==> src/rtl/go_board_render.sv <==
// Go board renderer: draws the grid, stones and a blinking cursor for the current raster position.
// Fixed 3-cycle latency from timing inputs to pixel/sync outputs, no backpressure; board RAM read issued from stage 1.
module go_board_render #(
  parameter int BOARD_N      = 9,
  parameter int PITCH        = 80,
  parameter int ORIGIN_X     = 192,
  parameter int ORIGIN_Y     = 64,
  parameter int STONE_R      = 32,
  parameter int BLINK_FRAMES = 30
) (
  input  logic                                 vclock_in,
  input  logic                                 reset_in,
  input  logic [10:0]                          hcount_in,
  input  logic [9:0]                           vcount_in,
  input  logic                                 hsync_in,
  input  logic                                 vsync_in,
  input  logic                                 blank_in,
  output logic [$clog2(BOARD_N*BOARD_N)-1:0]   brd_addr_out,
  input  logic [1:0]                           brd_data_in,
  input  logic [4:0]                           cursor_row_in,
  input  logic [4:0]                           cursor_col_in,
  input  logic                                 cursor_en_in,
  output logic                                 phsync_out,
  output logic                                 pvsync_out,
  output logic                                 pblank_out,
  output logic [11:0]                          pixel_out
);

  localparam int AW   = $clog2(BOARD_N*BOARD_N);
  localparam int DW   = $clog2(PITCH) + 1;
  localparam int MW   = DW - 1;
  localparam int SW   = 2*MW + 1;
  localparam int BW   = $clog2(BLINK_FRAMES + 1);
  localparam int HALF = PITCH / 2;
  // Biases keep the reload-constant divisions on non-negative operands.
  localparam int XB   = PITCH * (ORIGIN_X / PITCH + 1);
  localparam int YB   = PITCH * (ORIGIN_Y / PITCH + 1);
  localparam int X0S  = HALF - ORIGIN_X + XB;
  localparam int Y0S  = HALF - ORIGIN_Y + YB;

  localparam logic signed [11:0]   COL0 = 12'(X0S / PITCH - XB / PITCH);
  localparam logic signed [11:0]   ROW0 = 12'(Y0S / PITCH - YB / PITCH);
  localparam logic signed [DW-1:0] DX0  = DW'(X0S % PITCH - HALF);
  localparam logic signed [DW-1:0] DY0  = DW'(Y0S % PITCH - HALF);
  localparam logic signed [DW-1:0] DMAX = DW'(HALF - 1);
  localparam logic signed [DW-1:0] DMIN = DW'(-HALF);
  localparam logic signed [11:0]   NMAX = 12'(BOARD_N - 1);
  localparam logic [4:0]           N5   = 5'(BOARD_N);
  localparam logic [AW-1:0]        NA   = AW'(BOARD_N);

  logic [10:0]            hprev_q;
  logic [9:0]             vprev_q;
  logic signed [DW-1:0]   dx_q, dx_d, dy_q, dy_d;
  logic signed [11:0]     col_q, col_d, row_q, row_d;

  always_comb begin
    dx_d  = dx_q;
    col_d = col_q;
    if (hcount_in == 11'd0) begin
      dx_d  = DX0;
      col_d = COL0;
    end else if (hcount_in != hprev_q) begin
      if (dx_q == DMAX) begin
        dx_d  = DMIN;
        col_d = col_q + 12'sd1;
      end else begin
        dx_d  = dx_q + DW'(1);
      end
    end
  end

  always_comb begin
    dy_d  = dy_q;
    row_d = row_q;
    if (vcount_in == 10'd0) begin
      dy_d  = DY0;
      row_d = ROW0;
    end else if (vcount_in != vprev_q) begin
      if (dy_q == DMAX) begin
        dy_d  = DMIN;
        row_d = row_q + 12'sd1;
      end else begin
        dy_d  = dy_q + DW'(1);
      end
    end
  end

  // Trackers stay out of reset so they keep following the raster through a mid-frame reset.
  always_ff @(posedge vclock_in) begin
    hprev_q <= hcount_in;
    vprev_q <= vcount_in;
    dx_q    <= dx_d;
    col_q   <= col_d;
    dy_q    <= dy_d;
    row_q   <= row_d;
  end

  logic              vs_q, blink_q;
  logic [BW-1:0]     blink_cnt_q;

  always_ff @(posedge vclock_in or posedge reset_in) begin
    if (reset_in) begin
      vs_q        <= 1'b1;
      blink_cnt_q <= '0;
      blink_q     <= 1'b1;
    end else begin
      vs_q <= vsync_in;
      if (cursor_en_in && vs_q && !vsync_in) begin
        if (blink_cnt_q == BW'(BLINK_FRAMES - 1)) begin
          blink_cnt_q <= '0;
          blink_q     <= ~blink_q;
        end else begin
          blink_cnt_q <= blink_cnt_q + BW'(1);
        end
      end
    end
  end

  logic           in_col, in_row, x_ext, y_ext, region_c, grid_c, cur_c;
  logic [MW-1:0]  adx_c, ady_c;
  logic [AW-1:0]  addr_c;

  always_comb begin
    in_col   = !col_d[11] && (col_d <= NMAX);
    in_row   = !row_d[11] && (row_d <= NMAX);
    x_ext    = in_col && !(col_d == 12'sd0 && dx_d[DW-1])
                      && !(col_d == NMAX && !dx_d[DW-1] && dx_d != '0);
    y_ext    = in_row && !(row_d == 12'sd0 && dy_d[DW-1])
                      && !(row_d == NMAX && !dy_d[DW-1] && dy_d != '0);
    region_c = in_col && in_row;
    grid_c   = (dx_d == '0 || dy_d == '0) && x_ext && y_ext;
    adx_c    = dx_d[DW-1] ? MW'(-dx_d) : MW'(dx_d);
    ady_c    = dy_d[DW-1] ? MW'(-dy_d) : MW'(dy_d);
    addr_c   = region_c ? (AW'(row_d) * NA + AW'(col_d)) : '0;
    cur_c    = cursor_en_in && blink_q && region_c
               && (cursor_row_in < N5) && (cursor_col_in < N5)
               && (cursor_row_in == row_d[4:0]) && (cursor_col_in == col_d[4:0]);
  end

  logic [AW-1:0]  addr_q;
  logic [MW-1:0]  adx1_q, ady1_q;
  logic           region1_q, grid1_q, cur1_q;
  logic           region2_q, grid2_q, cur2_q, stone2_q;
  logic [2:0]     tim1_q, tim2_q, tim3_q;
  logic [11:0]    pix_q, pix_d;
  logic [SW-1:0]  sq_c;
  logic [MW-1:0]  mx_c;
  logic           ring_c;

  always_comb begin
    sq_c   = SW'(adx1_q) * SW'(adx1_q) + SW'(ady1_q) * SW'(ady1_q);
    mx_c   = (adx1_q > ady1_q) ? adx1_q : ady1_q;
    ring_c = (mx_c >= MW'(STONE_R + 2)) && (mx_c <= MW'(STONE_R + 4));
  end

  // RAM data for the stage-2 pixel arrives now, one cycle after brd_addr_out.
  always_comb begin
    pix_d = 12'hFF0;
    if (tim2_q[0] || !region2_q)                pix_d = 12'h000;
    else if (cur2_q)                            pix_d = 12'hF00;
    else if (stone2_q && brd_data_in == 2'b01)  pix_d = 12'h000;
    else if (stone2_q && brd_data_in == 2'b10)  pix_d = 12'hFFF;
    else if (grid2_q)                           pix_d = 12'h000;
  end

  always_ff @(posedge vclock_in or posedge reset_in) begin
    if (reset_in) begin
      addr_q    <= '0;
      adx1_q    <= '0;
      ady1_q    <= '0;
      region1_q <= 1'b0;
      grid1_q   <= 1'b0;
      cur1_q    <= 1'b0;
      tim1_q    <= 3'b111;
      region2_q <= 1'b0;
      grid2_q   <= 1'b0;
      cur2_q    <= 1'b0;
      stone2_q  <= 1'b0;
      tim2_q    <= 3'b111;
      pix_q     <= 12'h000;
      tim3_q    <= 3'b111;
    end else begin
      addr_q    <= addr_c;
      adx1_q    <= adx_c;
      ady1_q    <= ady_c;
      region1_q <= region_c;
      grid1_q   <= grid_c;
      cur1_q    <= cur_c;
      tim1_q    <= {hsync_in, vsync_in, blank_in};
      region2_q <= region1_q;
      grid2_q   <= grid1_q;
      cur2_q    <= cur1_q && ring_c;
      stone2_q  <= (sq_c <= SW'(STONE_R * STONE_R));
      tim2_q    <= tim1_q;
      pix_q     <= pix_d;
      tim3_q    <= tim2_q;
    end
  end

  assign brd_addr_out = addr_q;
  assign pixel_out    = pix_q;
  assign phsync_out   = tim3_q[2];
  assign pvsync_out   = tim3_q[1];
  assign pblank_out   = tim3_q[0];

endmodule
==> config.mk <==
export PLATFORM = sky130hd
export DESIGN_NAME = go_board_render
export DESIGN_NICKNAME = d
export VERILOG_FILES = /design/src/rtl/go_board_render.sv
export SDC_FILE = /design/constraint.sdc
export NUM_CORES = 1
export LEC_CHECK = 0
export ABC_AREA = 1
export BUFFER_PORTS_ARGS = -buffer_cell sky130_fd_sc_hd__clkbuf_2
export CAP_MARGIN = 20
export CORE_UTILIZATION = 60
export CTS_CLUSTER_DIAMETER = 100
export DETAILED_ROUTE_END_ITERATION = 8
export PLACE_DENSITY_LB_ADDON = 0.08
export SLEW_MARGIN = 20
export SYNTH_ARGS = -nofsm -noshare
export SYNTH_HDL_FRONTEND = slang
export SYNTH_SLANG_ARGS = --single-unit
export TNS_END_PERCENT = 20
==> constraint.sdc <==
create_clock -name vclock_in -period 5.9 [get_ports vclock_in]
set_input_delay 0.885 -clock vclock_in [delete_from_list [all_inputs] [get_ports vclock_in]]
set_output_delay 0.885 -clock vclock_in [all_outputs]
set_load 0.005 [all_outputs]
Word-level counts from Yosys, hierarchy flattened
Index checks and enable logic that the tools add are counted.

word-level totals
  output and inout port bits = 22
  flip-flop bits (word level) = 117
  logic and storage cells = 125
  input bits = 39

operators by class
  bitwise operators = 1
  multiply operators = 3
  reductions and logical operators = 48
  order comparisons = 8
  eq/ne operators = 11
  mux-type cells = 22
  add/sub/neg operators = 9

operator list
  kind                     number
  $mux W12                 11
  $mux W8                  6
  $mul A7 B7 Y14           2
  $mux W7                  4
  $logic_and A1 B1 Y1      27
  $add A12 B2 Y12 const B  2
  $eq A12 B5 Y1 const B    2
  $le A12 B5 Y1 const B    2
  $logic_not A12 Y1        2
  $add A8 B2 Y8 const B    2
  $eq A8 B7 Y1 const B     2
  $logic_not A8 Y1         2
  $reduce_bool A8 Y1       2
  $add A14 B14 Y15         1
  $le A15 B11 Y1 const B   1
  $neg A7 Y7               2
  $logic_not A11 Y1        1
  $ne A11 B11 Y1           1
  $eq A5 B5 Y1             2
  $logic_not A1 Y1         10
  $logic_not A10 Y1        1
  $lt A5 B4 Y1 const B     2
  $ne A10 B10 Y1           1
  $add A7 B7 Y7            1
  other kinds (12)         13

Longest topological paths before layout
  depth after elaboration = 12
  gate-level depth with buffers = 27
  mapped depth without buffers = 26

Least setup slack after synthesis
OpenSTA, ideal clock, no wires.

  path kind = register -> register
  start point = register adx1_q[2]
  end point = register stone2_q
  clock period less this slack = 5.439 ns
  slack = 0.461 ns
  buffers on the path = 1
  arrival = 5.321 ns
  library setup time = 0.117 ns
  required time = 5.783 ns
  stages on the path, launching flop included = 28
  cells stage by stage = dfrtp_1 -> clkbuf_1 -> inv_1 -> fa_1 -> inv_1 -> fa_1 -> fa_1 -> inv_1 -> fa_1 -> inv_1 -> fa_1 -> inv_1 -> fa_1 -> inv_1 -> ha_1 -> a21oi_1 -> nand2_1 -> nand2_1 -> o211ai_1 -> nand3_1 -> nand2_1 -> a21oi_1 -> xor2_1 -> inv_1 -> nand2_1 -> nor2_1 -> nand3_1 -> nand2_1

between the ends
  cells in the longest elaborated chain, start to end = 3

RTL lines
  what                      line  RTL
  start: declaration        141   logic [MW-1:0] adx1_q, ady1_q;
  start signal: assignment  169   adx1_q <= '0;
  start signal: assignment  184   adx1_q <= adx_c;
  $mul A7 B7 Y14            151   sq_c = SW'(adx1_q) * SW'(adx1_q) + SW'(ady1_q) * SW'(ady1_q);
  $add A14 B14 Y15          151
  $le A15 B11 Y1            193   stone2_q <= (sq_c <= SW'(STONE_R * STONE_R));
  end signal: assignment    193
  end: declaration          143   logic region2_q, grid2_q, cur2_q, stone2_q;

Every way passes these cells.
A chain may end at the register's enable or synchronous reset.

Final worst setup path
  start point = register adx1_q[0]
  end point = register stone2_q

Same word-level chain as after synthesis.

==> flow_summary.toml <==
[finish]
syn_to_final_growth_pct = 8.24
diodes = 0
fin_nets = 1436
drive_gt1_frac = 0.119
postLayoutCoreUtil = 0.669

[route]
via_per_inst = 5.17
ant_nets = 0
drt-wirelength-per-cell_um = 13.1
drt-initial-drc-count = 573
vias = 7536
drt_pass1_iterations = 7
drc_errors = 11
routed_wl_um = 19100

[timing]
setup_viol = 0
skew_ns = 0.0135
fin_tns_setup_ns = 0
final-hold-violation-count = 0
slew_violations = 0
worst_slew_pin_slew_ns = 1.05
fin_crit_sh = 0.938
fin_crit_ns = 5.53
max_freq_ghz = 0.181
slew_headroom = 0.283

[setup_path]
critPathLaunchType = "register"
cp-startpoint = "adx1_q[0]"
cp_slowest_cell = "fa_1"
critPathMaxStageDelay_ns = 0.57
crit_type = "reg -> reg"
cp-end-kind = "register"
worstRegToRegCells = 25
cpMostUsedCell = "fa_1"
cp_data_arrival_time_ns = 5.84
crit_required_ns = 6.21
critPathMaxFanout = 5
r2r_start = "adx1_q[0]"

[synthesis]
syn_avg_cell_area_um2 = 7.43
syn_inst = 1219
ys_warn_count = 0
syn_area_um2 = 9050
ys_seq_area_frac = 0.263
synth-edff-count = 0
ys.flop_type = "dfxtp_1"
ys_types = 47
ys_ff_latch = 107
synthArstFlopShare = 0.430
syn_nets = 1387

[grt]
top_usage_layer = "met2"
use_met3 = 0.0378
grt_use_total = 0.256
met2_usage = 0.431
grt_max_degree = 47
antenna_found_initial = 0
grt-ovfl-total = 0
met1_usage = 0.349
grt_pass1_vias = 6979
grt_pass1_wl_um = 32300

[place]
io_buffers = 60
place_hpwl_um = 14800
place_congestion = 0.910

[die]
core.rowCount = 44
io-pin-count = 61
core_area_um2 = 14600
start_util = 0.618
die_h_um = 125
die_w_um = 125
die_area_um2 = 15600

[status]
violations = "design-rule violations"
status = "complete, but fails checks"

[clocking]
cts_tree = "done"
worst_skew_pair.late_latency_ns = 0.37
htreeDepth = 3
ctsRootBufferMaster = "clkbuf_16"
clk_pin_slew_ns = 0.08
ctsLongestPathBuffers = 2
cts_buffers = 9
cts.sinks = 107

[worst_hold_path]
hold_path_depth = 0
hold_path_class = "reg -> reg"
hold_start = "region1_q"

[flow_run]
cap_violations = 0
layout make-up:
cell class | instances | area (um^2)
clock buffer | 10 | 239
clock inverter | 6 | 62.6
fill | 1304 | 4840
inverter | 224 | 850
multi-input combinational | 852 | 5620
sequential | 107 | 2400
tap | 184 | 230
timing repair buffer | 74 | 405
cells in the final DEF, fill, tap and decap left out, drive strengths merged:
master,netlist,layout
nor3,20,20
buf,25,14
ha,74,74
a31oi,2,2
nand3b,5,5
dfrtp,36,36
o21ai,34,34
o41ai,1,1
nor2,117,117
o31ai,2,2
nand3,86,86
fa,55,55
nand2,309,309
xor2,41,41
xnor2,24,24
o22ai,2,2
clkinv,2,6
inv,222,224
dfxtp,61,61
dfstp,10,10
a21o,1,1
a2111oi,1,1
o21a,1,1
nor3b,3,3
nand4,30,30
o21bai,5,5
or2,6,6
clkbuf,11,70
o2111a,1,1
a21oi,28,28
o211ai,4,4
state kept, by name, indices dropped and copies added, names as in the netlist, 3 cells and up:
register      flops
blink_cnt_q       5
col_q            12
pixel_out         3
vprev_q          10
tim3_q            3
dx_q              8
adx1_q            7
dy_q              8
tim1_q            3
row_q            12
hprev_q          11
ady1_q            7
brd_addr_out      7
tim2_q            3
metal layers:
metal	vias up	part of all wire
met3	18	0.038
met1	3472	0.47
met4	0	0.013
met5	-	0
met2	157	0.48
li1	3889	-
cells in the mapped netlist (2+ instances only):
library cell,instances,share of area
a21oi_1,28,0.015
a31oi_1,2,0.0014
buf_2,10,0.0055
buf_4,10,0.0083
buf_6,5,0.0062
clkbuf_1,11,0.0046
dfrtp_1,36,0.099
dfstp_2,10,0.029
dfxtp_1,61,0.13
fa_1,55,0.12
ha_1,74,0.10
inv_1,216,0.090
inv_2,5,0.0021
nand2_1,303,0.13
nand2_2,5,0.0035
nand3_1,80,0.044
nand3_2,5,0.0055
nand3b_1,5,0.0041
nand4_1,30,0.021
nor2_1,103,0.043
nor2_2,11,0.0076
nor2_4,2,0.0025
nor3_1,20,0.011
nor3b_2,2,0.0028
o211ai_1,4,0.0033
o21ai_0,26,0.014
o21ai_1,8,0.0044
o21bai_1,5,0.0041
o22ai_1,2,0.0014
o31ai_1,2,0.0017
or2_0,3,0.0021
or2_2,2,0.0014
xnor2_1,24,0.023
xor2_1,41,0.040
critical path, delay by kind of cell, from the launching register on:
kind            cells  cell delay, ns
simple gates        9            0.84
fa+ha+maj           7            3.34
buf+inv             6            0.50
xor+xnor            1            0.16
flops               1            0.43
compound gates      2            0.22
metrics by stage:
stage / setup WS (ns) / cells / hold WS [ns] / cell area (um^2)
CTS: 0.221 / 1449 / 0.341 / 9710
global route: -0.00936 / 1457 / 0.362 / 9800
floorplan: 0.461 / 1219 / 0.331 / 9050
global placement: 0.363 / 1433 / 0.333 / 9410
detailed placement: 0.190 / 1433 / 0.336 / 9410
finish: 0.367 / 1457 / 0.343 / 9800
worst paths after layout:
| check | endpoint | slack [ns] |
|---|---|---|
| hold / removal | region2_q | 0.34 |
| setup reg to reg | stone2_q | 0.37 |
| hold reg to reg | region2_q | 0.34 |
| min in group asynchronous | pixel_out[7] | 0.64 |
| setup / recovery | stone2_q | 0.37 |
| max in group asynchronous | adx1_q[1] | 4.69 |
kinds of logic (layout without fill, tap and decap cells):
family / Yosys count / count (layout) / synth area share
AND/OR/NAND/NOR: 576 / 576 / 0.281
XOR/XNOR: 65 / 65 / 0.0629
AO/OA/AOI/OAI: 82 / 82 / 0.0510
adder cells (fa/ha/maj): 129 / 129 / 0.224
flip-flops: 107 / 107 / 0.263
buffers and inverters: 260 / 314 / 0.118
what timing repair did:
| action | CTS | global route |
|---|---|---|
| setup endpoints to repair | 0 | 1 |
| hold buffers | 0 | 0 |
| setup buffers | 0 | 8 |
| gates resized for setup | 0 | 13 |
| endpoints found under the hold margin | 0 | 0 |
Power is not shown: default switching activity piles up to over one toggle a cycle in this logic, so the estimate is an artifact.
